`config.mk`:
```
export PLATFORM = sky130hd
export DESIGN_NAME = muldiv_ctl
export DESIGN_NICKNAME = d
export VERILOG_FILES = /design/src/rtl/muldiv_ctl_pkg.sv /design/src/rtl/muldiv_dp.sv /design/src/rtl/muldiv_ctl.sv
export SDC_FILE = /design/constraint.sdc
export NUM_CORES = 1
export LEC_CHECK = 0
export CAP_MARGIN = 5
export CORE_MARGIN = 2
export CORE_UTILIZATION = 50
export DETAILED_ROUTE_END_ITERATION = 10
export GPL_TIMING_DRIVEN = 1
export PLACE_DENSITY_LB_ADDON = 0.25
export SLEW_MARGIN = 20
export SYNTH_ARGS = -nofsm -noshare
export SYNTH_HDL_FRONTEND = slang
export SYNTH_SLANG_ARGS = --single-unit
```
`constraint.sdc`:
```
create_clock -name clk -period 3.7 [get_ports clk]
set_clock_uncertainty 0.15 [all_clocks]
set_input_delay 0.555 -clock clk [delete_from_list [all_inputs] [get_ports clk]]
set_output_delay 0.555 -clock clk [all_outputs]
set_load 0.01 [all_outputs]
```
`src/rtl/muldiv_ctl_pkg.sv`:
```
// Shared constants, command encodings and FSM states for the mul/div sequencer.
package muldiv_ctl_pkg;

  localparam int CPU_REG_WIDTH  = 32;
  localparam int CPU_MDOP_WIDTH = 3;

  localparam logic [CPU_MDOP_WIDTH-1:0] CPU_MDOP_MULT  = 3'd0;
  localparam logic [CPU_MDOP_WIDTH-1:0] CPU_MDOP_MULTU = 3'd1;
  localparam logic [CPU_MDOP_WIDTH-1:0] CPU_MDOP_DIV   = 3'd2;
  localparam logic [CPU_MDOP_WIDTH-1:0] CPU_MDOP_DIVU  = 3'd3;
  localparam logic [CPU_MDOP_WIDTH-1:0] CPU_MDOP_MTHI  = 3'd4;
  localparam logic [CPU_MDOP_WIDTH-1:0] CPU_MDOP_MTLO  = 3'd5;

  typedef enum logic [1:0] {
    ST_IDLE = 2'd0,
    ST_PREP = 2'd1,
    ST_CALC = 2'd2,
    ST_FIX  = 2'd3
  } state_e;

  // Magnitude of a two's-complement value when en is set, otherwise pass-through.
  // 0x8000_0000 maps to itself, which the unsigned datapath reads as 2^31.
  function automatic logic [CPU_REG_WIDTH-1:0] abs_word(input logic [CPU_REG_WIDTH-1:0] v,
                                                       input logic en);
    return (en && v[CPU_REG_WIDTH-1]) ? (~v + 32'd1) : v;
  endfunction

endpackage

```
`src/rtl/muldiv_dp.sv`:
```
// Iteration datapath: operand latch, sign stripping, radix-2 shift-add multiply /
// restoring divide steps, and the final sign fix-up of the result.
module muldiv_dp
  import muldiv_ctl_pkg::*;
(
  input  logic        clk,
  input  logic        nrst,
  input  logic        load,       // latch raw operands (accept edge)
  input  logic        prep,       // strip signs, clear accumulator
  input  logic        step,       // one multiply/divide iteration
  input  logic        is_div,
  input  logic        is_signed,
  input  logic        dz,         // divide-by-zero result override
  input  logic [31:0] i_rs,
  input  logic [31:0] i_rt,
  output logic        o_rt_zero,
  output logic [31:0] o_res_hi,
  output logic [31:0] o_res_lo
);

  // a_q keeps raw rs for the divide-by-zero HI value; b_q is multiplicand/divisor;
  // {acc_q, lo_q} is the 64-bit product / remainder:quotient pair.
  logic [31:0] a_q, a_d, b_q, b_d, acc_q, acc_d, lo_q, lo_d;
  logic        neg_quo_q, neg_quo_d, neg_rem_q, neg_rem_d;

  logic [32:0] rem_sh, diff, sum;
  logic [63:0] prod, prod_neg;

  assign o_rt_zero = (b_q == 32'd0);

  // Next-state for the operand and accumulator registers.
  always_comb begin
    // NOTE: every signal is given a default before any branch so no path leaves
    // it unassigned; a missing default here would infer a latch.
    a_d       = a_q;
    b_d       = b_q;
    acc_d     = acc_q;
    lo_d      = lo_q;
    neg_quo_d = neg_quo_q;
    neg_rem_d = neg_rem_q;
    rem_sh    = {acc_q, lo_q[31]};
    diff      = rem_sh - {1'b0, b_q};
    sum       = lo_q[0] ? ({1'b0, acc_q} + {1'b0, b_q}) : {1'b0, acc_q};

    if (load) begin
      a_d       = i_rs;
      b_d       = i_rt;
      acc_d     = 32'd0;
      lo_d      = 32'd0;
      neg_quo_d = 1'b0;
      neg_rem_d = 1'b0;
    end else if (prep) begin
      lo_d      = abs_word(a_q, is_signed);
      b_d       = abs_word(b_q, is_signed);
      acc_d     = 32'd0;
      neg_quo_d = is_signed & (a_q[31] ^ b_q[31]);
      neg_rem_d = is_signed & a_q[31];
    end else if (step) begin
      if (is_div) begin
        // Restoring step: keep the trial difference only when it did not borrow.
        if (!diff[32]) begin
          acc_d = diff[31:0];
          lo_d  = {lo_q[30:0], 1'b1};
        end else begin
          acc_d = rem_sh[31:0];
          lo_d  = {lo_q[30:0], 1'b0};
        end
      end else begin
        // Add multiplicand on a set multiplier bit, then shift the pair right.
        {acc_d, lo_d} = {sum, lo_q[31:1]};
      end
    end
  end

  // Result formatting applied at the FIX edge by the controller.
  always_comb begin
    prod     = {acc_q, lo_q};
    prod_neg = ~prod + 64'd1;
    o_res_hi = 32'd0;
    o_res_lo = 32'd0;
    if (dz) begin
      o_res_hi = a_q;
      o_res_lo = 32'hFFFF_FFFF;
    end else if (is_div) begin
      o_res_lo = neg_quo_q ? (~lo_q + 32'd1) : lo_q;
      o_res_hi = neg_rem_q ? (~acc_q + 32'd1) : acc_q;
    end else begin
      o_res_hi = neg_quo_q ? prod_neg[63:32] : prod[63:32];
      o_res_lo = neg_quo_q ? prod_neg[31:0]  : prod[31:0];
    end
  end

  // Datapath registers, cleared on reset.
  always_ff @(posedge clk or negedge nrst) begin
    if (!nrst) begin
      a_q       <= 32'd0;
      b_q       <= 32'd0;
      acc_q     <= 32'd0;
      lo_q      <= 32'd0;
      neg_quo_q <= 1'b0;
      neg_rem_q <= 1'b0;
    end else begin
      // NOTE: sequential state uses non-blocking assignments so every flop samples
      // the pre-edge values, independent of statement order.
      a_q       <= a_d;
      b_q       <= b_d;
      acc_q     <= acc_d;
      lo_q      <= lo_d;
      neg_quo_q <= neg_quo_d;
      neg_rem_q <= neg_rem_d;
    end
  end

endmodule

```
`src/rtl/muldiv_ctl.sv`:
```
// Mul/div sequencer: owns HI/LO, accepts commands from execute, drives the
// iteration datapath and produces the execute-stage stall term.
module muldiv_ctl
  import muldiv_ctl_pkg::*;
(
  input  logic        clk,
  input  logic        nrst,
  input  logic        i_cmd_valid,
  input  logic [2:0]  i_cmd_op,
  input  logic [31:0] i_rs,
  input  logic [31:0] i_rt,
  output logic        o_cmd_ready,
  input  logic        i_hilo_rd,
  output logic        o_stall,
  input  logic        i_abort,
  output logic        o_busy,
  output logic [31:0] o_hi,
  output logic [31:0] o_lo
);

  state_e      state_q, state_d;
  logic [4:0]  cnt_q, cnt_d;
  logic [2:0]  op_q, op_d;
  logic        dz_q, dz_d;
  logic [31:0] hi_q, hi_d, lo_q, lo_d;

  logic        accept, load, prep, step, is_div, is_signed, rt_zero;
  logic [31:0] res_hi, res_lo;

  assign o_cmd_ready = (state_q == ST_IDLE);
  assign o_busy      = (state_q != ST_IDLE);
  assign o_stall     = (i_cmd_valid && !o_cmd_ready) || (i_hilo_rd && o_busy);
  assign o_hi        = hi_q;
  assign o_lo        = lo_q;

  // A flush cancels any command presented in the same cycle.
  assign accept    = i_cmd_valid && o_cmd_ready && !i_abort;
  assign is_div    = (op_q == CPU_MDOP_DIV)  || (op_q == CPU_MDOP_DIVU);
  assign is_signed = (op_q == CPU_MDOP_MULT) || (op_q == CPU_MDOP_DIV);

  muldiv_dp u_dp (
    .clk       (clk),
    .nrst      (nrst),
    .load      (load),
    .prep      (prep),
    .step      (step),
    .is_div    (is_div),
    .is_signed (is_signed),
    .dz        (dz_q),
    .i_rs      (i_rs),
    .i_rt      (i_rt),
    .o_rt_zero (rt_zero),
    .o_res_hi  (res_hi),
    .o_res_lo  (res_lo)
  );

  // Next-state, datapath strobes and HI/LO write selection.
  always_comb begin
    state_d = state_q;
    cnt_d   = cnt_q;
    op_d    = op_q;
    dz_d    = dz_q;
    hi_d    = hi_q;
    lo_d    = lo_q;
    load    = 1'b0;
    prep    = 1'b0;
    step    = 1'b0;

    unique case (state_q)
      ST_IDLE: begin
        if (accept) begin
          unique case (i_cmd_op)
            CPU_MDOP_MULT, CPU_MDOP_MULTU, CPU_MDOP_DIV, CPU_MDOP_DIVU: begin
              op_d    = i_cmd_op;
              dz_d    = 1'b0;
              cnt_d   = 5'd0;
              load    = 1'b1;
              state_d = ST_PREP;
            end
            CPU_MDOP_MTHI: hi_d = i_rs;
            CPU_MDOP_MTLO: lo_d = i_rs;
            default: ;  // reserved encodings are accepted and ignored
          endcase
        end
      end
      ST_PREP: begin
        prep  = 1'b1;
        cnt_d = 5'd0;
        if (is_div && rt_zero) begin
          dz_d    = 1'b1;
          state_d = ST_FIX;
        end else begin
          state_d = ST_CALC;
        end
      end
      ST_CALC: begin
        step  = 1'b1;
        cnt_d = cnt_q + 5'd1;
        if (cnt_q == 5'd31) state_d = ST_FIX;
      end
      ST_FIX: begin
        hi_d    = res_hi;
        lo_d    = res_lo;
        state_d = ST_IDLE;
      end
      default: state_d = ST_IDLE;
    endcase

    // Flush of an in-flight op: back to IDLE without touching HI/LO.
    if (i_abort && (state_q != ST_IDLE)) begin
      state_d = ST_IDLE;
      hi_d    = hi_q;
      lo_d    = lo_q;
      step    = 1'b0;
      prep    = 1'b0;
    end
  end

  // Controller state and the architectural HI/LO pair.
  always_ff @(posedge clk or negedge nrst) begin
    if (!nrst) begin
      state_q <= ST_IDLE;
      cnt_q   <= 5'd0;
      op_q    <= 3'd0;
      dz_q    <= 1'b0;
      hi_q    <= 32'd0;
      lo_q    <= 32'd0;
    end else begin
      state_q <= state_d;
      cnt_q   <= cnt_d;
      op_q    <= op_d;
      dz_q    <= dz_d;
      hi_q    <= hi_d;
      lo_q    <= lo_d;
    end
  end

endmodule
```
Word-level counts from Yosys, hierarchy flattened
Cells that the tools add are included.
- bits in registers: 205
- bits in latches: 0
- bits in writable memories: 0
- bits in read-only memories: 0
- output and inout bits: 67
- logic and storage cells: 133
- memories: 0
- $add $sub $neg: 8
- $mul: 0
- divide/modulo/power cells: 0
- magnitude comparators: 0
- eq/ne operators: 19
- shifts and indexed selects: 0
- muxes and demuxes: 53
- bitwise gates (word level): 9
- reduce and logical (&&, ||, !) cells: 32
- operator list (operator ; count):
    2-to-1 mux 32 bit ; 25
    adder 32 x 1 -> 32 bit, second input constant ; 4
    inverter 32 bit ; 4
    one-hot mux 32 bit (2 select lines) ; 2
    adder 64 x 1 -> 64 bit, second input constant ; 1
    inverter 64 bit ; 1
    adder 32 x 32 -> 33 bit ; 1
    2-to-1 mux 33 bit ; 1
    subtractor 33 x 32 -> 33 bit ; 1
    zero test 32 bit ; 1
    2-to-1 mux 1 bit ; 16
    one-hot mux 5 bit (3 select lines) ; 1
    equality test 3 x 2 -> 1 bit, second input constant ; 4
    AND reduction 4 bit ; 3
    2-to-1 mux 5 bit ; 2
    nonzero test 2 bit ; 5
    AND reduction 3 bit ; 3
    logical AND 1 bit ; 8
    2-to-1 mux 2 bit ; 4
    != test 2 x 1 -> 1 bit, second input constant ; 4
    one-hot mux 2 bit (4 select lines) ; 1
    equality test 3 bit, second input constant ; 2
    zero test 3 bit ; 2
    != test 3 x 1 -> 1 bit, second input constant ; 2
    17 further kinds ; 23

Depth between registers and ports, before layout
Gate-level depths: netlist of the first run.
- depth in word-level cells: 7
- mapped depth: 15
- mapped depth without buffers: 12

Modules after synthesis
Synthesis of the first run repeated with hierarchy kept, for this count alone.
- cells, all modules: 2146
- area, all modules: 17441.7 um^2
- modules (own cells, without submodules) (module ; times used ; cells an instance ; area an instance (um^2) ; seq. area each (um^2)):
    muldiv_dp ; 1 ; 1763 ; 13558.0 ; 3253.1
    muldiv_ctl ; 1 ; 383 ; 3883.7 ; 1876.8

Least setup slack after synthesis of the first run
Ideal clock, no wire load.
- path kind: register to register
- start: register u_dp.lo_q[31]
- end: register u_dp.acc_q[23]
- library setup time: 126 ps
- data arrival time: 3225 ps
- setup slack: 199 ps
- stages on the path, launching flop included: 15
- path buffers: 2
- clock period less this slack: 3501 ps
- cells stage by stage: dfrtp_1 > clkbuf_1 > inv_1 > ha_1 > fa_1 > nand2b_1 > a21oi_1 > o41ai_2 > o21ai_2 > a21oi_1 > a211oi_1 > nor3_1 > buf_2 > mux2_2 > a221o_1
- longest elaborated chain between the ends: 6
- RTL lines (what ; line ; source):
    start, declared ; muldiv_dp.sv:23 ; logic [31:0] a_q, a_d, b_q, b_d, acc_q, acc_d, lo_q, lo_d;
    start signal, assigned ; muldiv_dp.sv:108 ; lo_q <= lo_d;
    subtractor 33 x 32 -> 33 bit ; muldiv_dp.sv:42 ; diff = rem_sh - {1'b0, b_q};
    2-to-1 mux 32 bit ; muldiv_dp.sv:61 ; if (!diff[32]) begin
    2-to-1 mux 32 bit ; muldiv_dp.sv:59 ; if (is_div) begin
    2-to-1 mux 32 bit ; muldiv_dp.sv:58 ; end else if (step) begin
    2-to-1 mux 32 bit ; muldiv_dp.sv:52 ; end else if (prep) begin
    2-to-1 mux 32 bit ; muldiv_dp.sv:45 ; if (load) begin
    end signal, assigned ; muldiv_dp.sv:98 ; acc_q <= 32'd0;
    end signal, assigned ; muldiv_dp.sv:107 ; acc_q <= acc_d;
    end, declared ; muldiv_dp.sv:23 ;
No other way between the ends. The select of a mux whose other input is x is not followed.
A chain may end at the register's enable or synchronous reset.

Worst setup path after layout of the first run
- start: register u_dp.b_q[0]
- end: register u_dp.acc_q[16]
- longest elaborated chain between the ends: 6
- elaborated cells between the ends (all ways): 8
- RTL lines (what ; line ; source):
    start, declared ; muldiv_dp.sv:23 ;
    start signal, assigned ; muldiv_dp.sv:97 ; b_q <= 32'd0;
    start signal, assigned ; muldiv_dp.sv:106 ; b_q <= b_d;
    subtractor 33 x 32 -> 33 bit or adder 32 x 32 -> 33 bit (tied branches) ; muldiv_dp.sv:42, muldiv_dp.sv:43 ;
    2-to-1 mux 32 bit or 2-to-1 mux 33 bit (tied branches) ; muldiv_dp.sv:61, muldiv_dp.sv:43 ;
    2-to-1 mux 32 bit (*) ; muldiv_dp.sv:59 ;
    2-to-1 mux 32 bit (*) ; muldiv_dp.sv:58 ;
    2-to-1 mux 32 bit (*) ; muldiv_dp.sv:52 ;
    2-to-1 mux 32 bit (*) ; muldiv_dp.sv:45 ;
Every way passes the cells marked *; elsewhere a longest branch is shown, timed or not. The select of a mux whose other input is x is not followed.

==> flow_summary.json, run 1 <==
{
  "drc": 0,
  "grt_pass1_vias": 16540,
  "count_of_final_hold_check_violations": 0,
  "drt_pre_antenna_iters": 6,
  "r2r_setup_slack_ns": 0.07,
  "worst_hold_path_type": "flip-flop to flip-flop",
  "slew-limit-headroom_pct": 30.07,
  "result_of_the_run": "completed",
  "postSynth.asyncResetShare_pct": 100.0,
  "route.vias.total": 17250,
  "critical_path_buf_inv_count": 2,
  "criticalPathCategory": "flip-flop to flip-flop",
  "critical_path.cell_chain": "ha_1 > fa_1 > nand2b_1 > a21oi_4 > o41ai_4 > o21ai_2 > a2111o_1 > a211oi_4 > nor3_4 > buf_6 > buf_4 > mux2i_1 > o221ai_1",
  "cell_area_after_synthesis_sq_um": 16870,
  "hold_path.startpoint": "cnt_q[4]",
  "fin_nets": 2429,
  "worstSetupEndpointType": "flip-flop",
  "avgRoutedWirePerCell_um": 21.42,
  "distinct_cell_type_count_of_the_synthesized_netlist": 84,
  "route.layer.met1.wl_um": 24310,
  "grt_antenna_before_repair": 0,
  "post_layout_worst_setup_margin_ns": 0.06558,
  "worst-endpoint-arrival_ns": 3.83,
  "clkSlewWorstSetupHoldPaths_ns": 0.06,
  "ctsHtreeMaxLevel": 1,
  "setup_violations": 0,
  "syn_area_per_cell_sq_um": 7.829,
  "final_common_cell": "nand2_1",
  "die_w_um": 187.7,
  "cts_num_sinks": 205,
  "critical-path-slowest-cell": "dfrtp_1",
  "io_pins": 139,
  "met2RoutedLength_um": 26960,
  "least_margin_pin_slew_ns": 1.049,
  "clk-insertion-delay-late_ns": 0.54,
  "layout.cell_area.non_filler_sq_um": 19960,
  "rr_worst_depth": 13,
  "timing.final.max_slew_violations": 0,
  "fmax_ghz": 0.2751,
  "route.final.wire_length_um": 58780,
  "numPortBuffers": 138,
  "maxCapViolations": 0,
  "globalRoute.totalOverflow": 0,
  "cp_slowest_stage_delay_ns": 0.43,
  "rr_startpoint": "u_dp.b_q[0]",
  "clock_tree.buffer_depth": 3,
  "maxUsedRoutingLayer": "met4",
  "row_count": 67,
  "fill_cells": 2996,
  "floorplan.die.height_um": 187.7,
  "grt_pass1_wl_um": 93650,
  "static-leakage-power_uw": 0.008647,
  "met3WireLength_um": 4735,
  "synth_seq_area_share_pct": 30.40,
  "via_density_per_instance": 6.285,
  "final_period_minus_worst_setup_slack_ns": 3.634,
  "hpwlAfterDp_um": 44430,
  "setup_tns_ns": 0,
  "reg2reg_to": "u_dp.acc_q[16]",
  "cts_post_setup_buffers_inserted": 0,
  "dominantRegCellSynth": "dfrtp_1",
  "crit_path_start_kind": "flip-flop",
  "post_route_cells_drive_above_1_share_pct": 8.754,
  "place_area_sq_um": 19140,
  "most_used_cells_in_the_layout_excluding_fill_and_tap_cells": "nand2_1 (384), dfrtp_1 (203), o21ai_0 (184)",
  "layout.cells.non_filler": 2744,
  "initial_core_util_pct": 50.57,
  "core_area_sq_um": 33360,
  "remaining_number_of_nets_flagged_by_the_antenna_check_after_routing": 0,
  "clock_tree_from_tritoncts": "yes",
  "critPathRequiredTime_ns": 3.89,
  "dieArea_sq_um": 35230,
  "initialDrtViolationCount": 1721,
  "holdPathStages": 2,
  "grt_use_total_pct": 33.05,
  "area_of_combinational_cells_with_multiple_inputs_sq_um": 11030,
  "unrepaired_setup_endpoints_after_global_routing": "yes",
  "critical_path_peak_fanout": 9,
  "cts_inserted_buffers": 24,
  "timing.critical_path.max_delay_family": "compound AO/OA/AOI/OAI gates",
  "ir_drop_mv": 0.5633,
  "place_inst": 2701,
  "synth.yosys.warnings": 0,
  "finalCritPeriodShare_pct": 98.23,
  "synthesis.nets": 2304,
  "grt_max_degree": 73,
  "antenna_cells_inserted": 0,
  "synth_enable_flop_cells": 0,
  "detailedPlace.worstSlack_ns": -0.06410,
  "final_gp_congestion": 0.9911,
  "power.density_cell_area_nw_per_um2": 1071,
  "worstHoldEndpoint": "cnt_q[4]",
  "areaGrowthSynthToFinish_pct": 18.32,
  "synth_seq_cells": 205,
  "ctsRootBufferMaster": "clkbuf_16",
  "count_of_mapped_cells_out_of_synthesis": 2155,
  "sequential_cell_area_sq_um": 5132
}
==> worst reg2reg max path: cells and delay by family (launching register included) <==
family / cells / cell delay, ns
AOI/OAI and AO/OA: 6 / 1.12
adders and majority gates: 2 / 0.63
and+or+nand+nor: 2 / 0.50
DFF: 1 / 0.43
buffers and inverters: 2 / 0.41
muxes: 1 / 0.20
==> repair_timing <==
item / in CTS / in global routing
hold endpoints to repair: 53 / 0
setup endpoints to repair: 9 / 21
gates resized for setup: 3 / 12
hold buffers: 1 / 0
pin swaps: 0 / 2
==> cell type report <==
type,instances,area share [%]
Inverter,65,1.222
Clock inverter,4,0.1567
Clock buffer,38,3.572
Sequential cell,205,25.71
Timing Repair Buffer,250,11.31
Tap cell,448,2.808
Multi-Input combinational cell,1734,55.23
==> state kept, by name, indices dropped and copies added (netlist names), 3 cells and up <==
register	count
op_q	3
u_dp.lo_q	32
o_hi	32
u_dp.b_q	32
u_dp.a_q	32
o_lo	32
cnt_q	5
u_dp.acc_q	32
==> stage by stage <==
stage / hold slack (ns) / total power, uW / util, %
4_1_cts: 0.3328 / 21050 / 59.67
3_3_place_gp: 0.3083 / 18430 / 57.36
2_1_floorplan: 0.1094 / 13650 / -
3_5_place_dp: 0.3197 / 18630 / 57.36
5_1_grt: 0.3556 / 22910 / 59.84
6_report: 0.3263 / 21380 / 59.84
==> cells by family after synthesis <==
logic type / count (synthesis) / synth area share [%]
AOI/OAI and AO/OA: 633 / 24.57
xor gates and xnor gates: 156 / 8.098
adders and majority gates: 77 / 5.799
buffers and inverters: 216 / 4.902
DFF: 205 / 30.40
muxes: 55 / 3.293
and+or+nand+nor: 813 / 22.94
==> where the power goes <==
group	leakage (uW)	switching (uW)	internal (uW)	total, uW
clock	0.000367	994	1310	2310
sequential	0.00259	1290	3230	4520
combinational	0.00569	8530	6010	14500
==> per-layer routing <==
layer | global-route usage, % | vias to the layer above
met1 | 43.60 | 8194
li1 | - | 8040
met2 | 54.34 | 850
met5 | 0 | -
met3 | 4.978 | 163
met4 | 13.69 | 0
==> worst max path at each step <==
stage | depth (start not counted) | from | end | slack, ns
after global placement | 13 | u_dp.acc_q[0] | u_dp.acc_q[6] | 0.14
final | 13 | u_dp.b_q[0] | u_dp.acc_q[16] | 0.07
after floorplan | 14 | u_dp.lo_q[31] | u_dp.acc_q[23] | 0.20
after detailed placement | 13 | u_dp.acc_q[0] | u_dp.acc_q[16] | -0.06
after CTS | 13 | u_dp.acc_q[0] | u_dp.acc_q[16] | 0.08
after global routing | 13 | u_dp.b_q[0] | u_dp.acc_q[16] | -0.05
==> synth_stat cells (all sizes together) (30+ instances only) <==
master  instances  area share, %
ha             75            5.6
dfrtp         205             30
nor3           45            1.4
a21oi         128            3.8
xnor2         108            5.6
o21ai         189            5.6
nand2         385            8.6
mux2i          51            3.0
o22ai          30            1.1
clkbuf        134            3.0
nand3          66            2.0
nor2          116            2.6
nor4           32            1.5
a21o           36            1.6
xor2           48            2.5
inv            65            1.4
Power figures use the tool's default switching activity.
==> inputs of run 2 (changes only) <==
==> constraint.sdc (replaced) <==
create_clock -name clk -period 4.1 [get_ports clk]
set_clock_uncertainty 0.15 [all_clocks]
set_input_delay 0.615 -clock clk [delete_from_list [all_inputs] [get_ports clk]]
set_output_delay 0.615 -clock clk [all_outputs]
set_load 0.01 [all_outputs]
==> run 2 against run 1 <==
Against the previous run:
- global-route usage grew 0.40 points
- setup slack improved by 0.23 ns
- die area unchanged
==> flow_summary.json, run 2 (synthesis results as in run 1) <==
{
  "static-leakage-power_uw": 0.008504,
  "global_route.usage.met2_pct": 54.16,
  "globalRoute.totalOverflow": 0,
  "route.final.wire_length_um": 59710,
  "criticalPathCategory": "flip-flop to flip-flop",
  "unrepaired_setup_endpoints_after_global_routing": "no",
  "fill_cells": 3117,
  "final_period_minus_worst_setup_slack_ns": 3.806,
  "clock_tree.buffer_depth": 3,
  "grt_max_degree": 104,
  "grt_util_met1_pct": 44.58,
  "initialDrtViolationCount": 1869,
  "rr_worst_depth": 12,
  "setup_violations": 0,
  "crit_path_start_kind": "flip-flop",
  "setup_tns_ns": 0,
  "place_inst": 2658,
  "drt_pre_antenna_iters": 8,
  "sequential_cell_area_sq_um": 5131,
  "grt_pass1_wl_um": 94560,
  "avgRoutedWirePerCell_um": 22.07,
  "via_density_per_instance": 6.361,
  "final_gp_congestion": 0.9779,
  "grt_pass1_vias": 16570,
  "areaGrowthSynthToFinish_pct": 17.01,
  "die_w_um": 187.7,
  "reg2reg_to": "u_dp.acc_q[29]",
  "clock_tree_from_tritoncts": "yes",
  "cts_inserted_buffers": 25,
  "cp_slowest_stage_delay_ns": 0.53,
  "dieArea_sq_um": 35230,
  "remaining_number_of_nets_flagged_by_the_antenna_check_after_routing": 0,
  "worst-endpoint-arrival_ns": 4.14,
  "hpwlAfterDp_um": 44370,
  "ctsRootBufferMaster": "clkbuf_16",
  "area_of_combinational_cells_with_multiple_inputs_sq_um": 10960,
  "ir_drop_mv": 0.4941,
  "critPathLaunch": "u_dp.acc_q[0]",
  "ctsHtreeMaxLevel": 1,
  "cts_hold_repair.buffers": 1,
  "slew-limit-headroom_pct": 38.81,
  "post_route_cells_drive_above_1_share_pct": 6.956,
  "grt_use_total_pct": 33.45,
  "finalPower_uw": 19280,
  "rr_startpoint": "u_dp.acc_q[0]",
  "initial_core_util_pct": 50.57,
  "timing.final.max_slew_violations": 0,
  "drc": 0,
  "gr-usage-met3_pct": 4.642,
  "count_of_final_hold_check_violations": 0,
  "most_used_cells_in_the_layout_excluding_fill_and_tap_cells": "nand2_1 (384), dfrtp_1 (204), o21ai_0 (185)",
  "critical_path.cell_chain": "ha_1 > inv_1 > fa_1 > nand2b_1 > a21oi_1 > o21ai_0 > a211o_1 > nand3_1 > a41oi_1 > o21a_1 > o311a_1 > a211oi_1",
  "critical-path-slowest-cell": "dfrtp_1",
  "io_pins": 139,
  "floorplan.die.height_um": 187.7,
  "layout.cells.non_filler": 2705,
  "worstSetupEndpointType": "flip-flop",
  "maxCapViolations": 0,
  "row_count": 67,
  "final_common_cell": "nand2_1",
  "crit_path_end": "u_dp.acc_q[29]",
  "fin_nets": 2387,
  "clk-insertion-delay-late_ns": 0.57,
  "clkSlewWorstSetupHoldPaths_ns": 0.06,
  "cts_num_sinks": 205,
  "r2r_setup_slack_ns": 0.29,
  "core_area_sq_um": 33360,
  "critPathRequiredTime_ns": 4.43,
  "least_margin_pin_slew_ns": 0.9178,
  "fmax_ghz": 0.2627,
  "finalCritPeriodShare_pct": 92.84,
  "route.vias.total": 17210,
  "power.density_cell_area_nw_per_um2": 976.6,
  "cts_post_setup_buffers_inserted": 0,
  "critical_path_peak_fanout": 7,
  "worst_hold_path_type": "flip-flop to flip-flop",
  "result_of_the_run": "completed",
  "antenna_cells_inserted": 0,
  "grt_antenna_before_repair": 0,
  "post_cts_resize_count": 0,
  "grt_busiest_layer": "met2",
  "numPortBuffers": 138
}
-- run 2: through the flow --
stage / setup slack [ns] / area (sq um) / util [%] / hold WS [ns]
after floorplan: 0.5988 / 16870 / - / 0.1694
after global placement: 0.4611 / 18840 / 56.47 / 0.3062
after detailed placement: 0.3777 / 18840 / 56.47 / 0.3181
after CTS: 0.3526 / 19740 / 59.17 / 0.3328
after global routing: 0.1158 / 19740 / 59.17 / 0.3501
final: 0.2936 / 19740 / 59.17 / 0.3241
-- run 2: cell type report --
| type | count | area share (%) |
|---|---|---|
| tap | 448 | 2.839 |
| multi-input combinational | 1734 | 55.51 |
| inverter | 65 | 1.236 |
| clock inverter | 14 | 1.065 |
| timing repair buffer | 207 | 9.906 |
| sequential | 205 | 25.99 |
| clock buffer | 32 | 3.454 |
-- run 2: power by group --
part	total, uW	internal, uW	switching (uW)
combinational	12600	5080	7550
sequential	4200	2910	1290
clock	2460	1490	962
-- run 2: layer usage --
metal  routed length [um]  vias up
met3                 4632      172
met4                 3043        0
met5                    0        -
met1                24820     8207
met2                27210      862
li1                     -     7966
-- run 2: worst max-delay path, delay by kind of cell (launching register included) --
family	cells	cell delay [ns]
compound gates	7	1.95
fa+ha+maj	2	0.66
flops	1	0.53
simple gates	2	0.35
buf+inv	1	0.06
-- run 2: worst min-delay path by stage --
stage                  start        to  depth (start not counted)
floorplan               nrst  cnt_q[0]                          0
global placement    cnt_q[4]  cnt_q[4]                          2
detailed placement  o_lo[21]  o_lo[21]                          1
CTS                 o_hi[29]  o_hi[29]                          2
global route        o_lo[19]  o_lo[19]                          1
finish              o_hi[29]  o_hi[29]                          2
==> inputs of run 3 (changes only) <==
--- a/config.mk
+++ b/config.mk
@@ -11,7 +11,8 @@
 export DETAILED_ROUTE_END_ITERATION = 10
 export GPL_TIMING_DRIVEN = 1
 export PLACE_DENSITY_LB_ADDON = 0.25
-export SLEW_MARGIN = 20
+export SETUP_SLACK_MARGIN = 0.5
+export SLEW_MARGIN = 25
 export SYNTH_ARGS = -nofsm -noshare
 export SYNTH_HDL_FRONTEND = slang
 export SYNTH_SLANG_ARGS = --single-unit
==> run 3 against run 2 <==
Against the previous run:
- cell count up 0.37%
- clock-buffer cell count unchanged
- worst hold slack hardly changed
- sequential power barely moved
- global-route usage up 0.074 points
- wire length is 1.1% higher
- die area unchanged
- fmax rose by 7.6%
- sequential share of layout area is 0.23 points lower
- flip-flop and latch count stayed put
- clock power hardly changed
- setup slack improved by 0.27 ns
- largest cell class unchanged
==> flow_summary.json, run 3 (synthesis results as in run 1) <==
{
  "post_route_cells_drive_above_1_share_pct": 8.646,
  "critPathRequiredTime_ns": 4.39,
  "least_margin_pin_slew_ns": 0.9472,
  "route.vias.total": 17330,
  "cts_num_sinks": 205,
  "avgRoutedWirePerCell_um": 22.23,
  "worst_hold_path_type": "flip-flop to flip-flop",
  "result_of_the_run": "completed",
  "io_pins": 139,
  "drc": 0,
  "grt_pass1_wl_um": 94740,
  "clock_tree.buffer_depth": 3,
  "crit_path_start_kind": "flip-flop",
  "worst-endpoint-arrival_ns": 3.83,
  "fill_cells": 3115,
  "maxCapViolations": 0,
  "grt_pass1_vias": 16580,
  "most_used_cells_in_the_layout_excluding_fill_and_tap_cells": "nand2_1 (384), dfrtp_1 (191), o21ai_0 (182)",
  "cts_inserted_buffers": 25,
  "setup_violations": 0,
  "initialDrtViolationCount": 1817,
  "floorplan.die.height_um": 187.7,
  "post_layout_worst_setup_margin_ns": 0.5640,
  "fmax_ghz": 0.2828,
  "remaining_number_of_nets_flagged_by_the_antenna_check_after_routing": 0,
  "final_period_minus_worst_setup_slack_ns": 3.536,
  "criticalPathCategory": "flip-flop to flip-flop",
  "setup_tns_ns": 0,
  "slew-limit-headroom_pct": 36.85,
  "final_common_cell": "nand2_1",
  "fin_nets": 2397,
  "drt_pre_antenna_iters": 8,
  "dieArea_sq_um": 35230,
  "ir_drop_mv": 0.4984,
  "areaGrowthSynthToFinish_pct": 18.41,
  "critical_path_buf_inv_count": 3,
  "detailedPlace.worstSlack_ns": 0.3777,
  "numPortBuffers": 138,
  "die_w_um": 187.7,
  "clock_tree_from_tritoncts": "yes",
  "worstSetupEndpointType": "flip-flop",
  "via_density_per_instance": 6.384,
  "critical_path.cell_chain": "inv_1 > ha_1 > fa_1 > nand2b_4 > a21oi_4 > o41ai_4 > o21ai_2 > a2111o_1 > a211oi_4 > nor3_4 > buf_4 > buf_12 > mux2i_1 > a221o_1",
  "critical-path-slowest-cell": "a2111o_1",
  "grt_antenna_before_repair": 1,
  "critical_path_peak_fanout": 12,
  "clkSlewWorstSetupHoldPaths_ns": 0.06,
  "final_gp_congestion": 0.9779,
  "core_area_sq_um": 33360,
  "layout.cell_area.non_filler_sq_um": 19980,
  "timing.final.max_slew_violations": 0,
  "grt_use_total_pct": 33.53,
  "place_area_sq_um": 18840,
  "ctsHtreeMaxLevel": 1,
  "grt_max_degree": 104,
  "antenna_cells_inserted": 0,
  "finalPower_uw": 19630,
  "hpwlAfterDp_um": 44370,
  "globalRoute.totalOverflow": 0,
  "row_count": 67,
  "ctsRootBufferMaster": "clkbuf_16",
  "timing.critical_path.max_delay_family": "compound AO/OA/AOI/OAI gates",
  "route.final.wire_length_um": 60340,
  "cp_slowest_stage_delay_ns": 0.48,
  "static-leakage-power_uw": 0.008557,
  "finalCritPeriodShare_pct": 86.24,
  "holdWs_ns": 0.3242,
  "clk-insertion-delay-late_ns": 0.57,
  "count_of_final_hold_check_violations": 0,
  "power.density_cell_area_nw_per_um2": 982.6,
  "initial_core_util_pct": 50.57,
  "unrepaired_setup_endpoints_after_global_routing": "yes"
}
run 3: per-stage QoR:
step	utilization, %	std cells
CTS	59.21	2705
global route	59.88	2715
global placement	56.47	2658
finish	59.88	2715
floorplan	-	2155
detailed placement	56.47	2658
run 3: cell type report:
type                            count  area [sq um]  area share [%]
Tap cell                          448         560.5           2.806
Sequential cell                   205          5147           25.76
Clock buffer                       32         681.9           3.413
Multi-Input combinational cell   1734         11090           55.49
Timing Repair Buffer              217          2048           10.25
Clock inverter                     14         210.2           1.052
Inverter                           65         244.0           1.221
run 3: repair_timing:
action,CTS,global route
hold endpoints to repair,74,0
setup buffers,0,9
gates resized for setup,6,31
pin swaps,0,7
setup endpoints to repair,29,38
hold buffers,1,0
gates cloned,0,1
run 3: worst reg2reg max path: stages, from the launching register on:
cell and delay (ns):
dfrtp_2 0.43, inv_1 0.10, ha_1 0.19, fa_1 0.22, nand2b_4 0.16, a21oi_4 0.07
o41ai_4 0.27, o21ai_2 0.14, a2111o_1 0.48, a211oi_4 0.33, nor3_4 0.08, buf_4 0.18
buf_12 0.15, mux2i_1 0.14, a221o_1 0.33
run 3: path summary, 6_finish.rpt:
kind | from | endpoint | slack (ns) | cells after the start
max | u_dp.lo_q[31] | u_dp.acc_q[0] | 0.56 | 14
min | o_hi[29] | o_hi[29] | 0.32 | 2
max reg2reg | u_dp.lo_q[31] | u_dp.acc_q[0] | 0.56 | 14
min reg2reg | o_hi[29] | o_hi[29] | 0.32 | 2
max in group asynchronous | nrst | o_lo[11] | 2.45 | 3
min in group asynchronous | nrst | o_hi[27] | 0.48 | 2
run 3: metal layers:
layer	GRT usage, %	part of all wire [%]	vias up
met3	4.660	7.5	177
met1	44.64	42	8307
met5	0	0	-
met2	54.16	45	869
met4	15.45	5.3	0
li1	-	-	7980
run 3: where the power goes:
part | leakage, uW | total [uW] | internal (uW) | switching (uW)
registers | 0.00257 | 4210 | 2920 | 1280
clock network | 0.000446 | 2460 | 1490 | 965
logic | 0.00554 | 13000 | 5260 | 7710
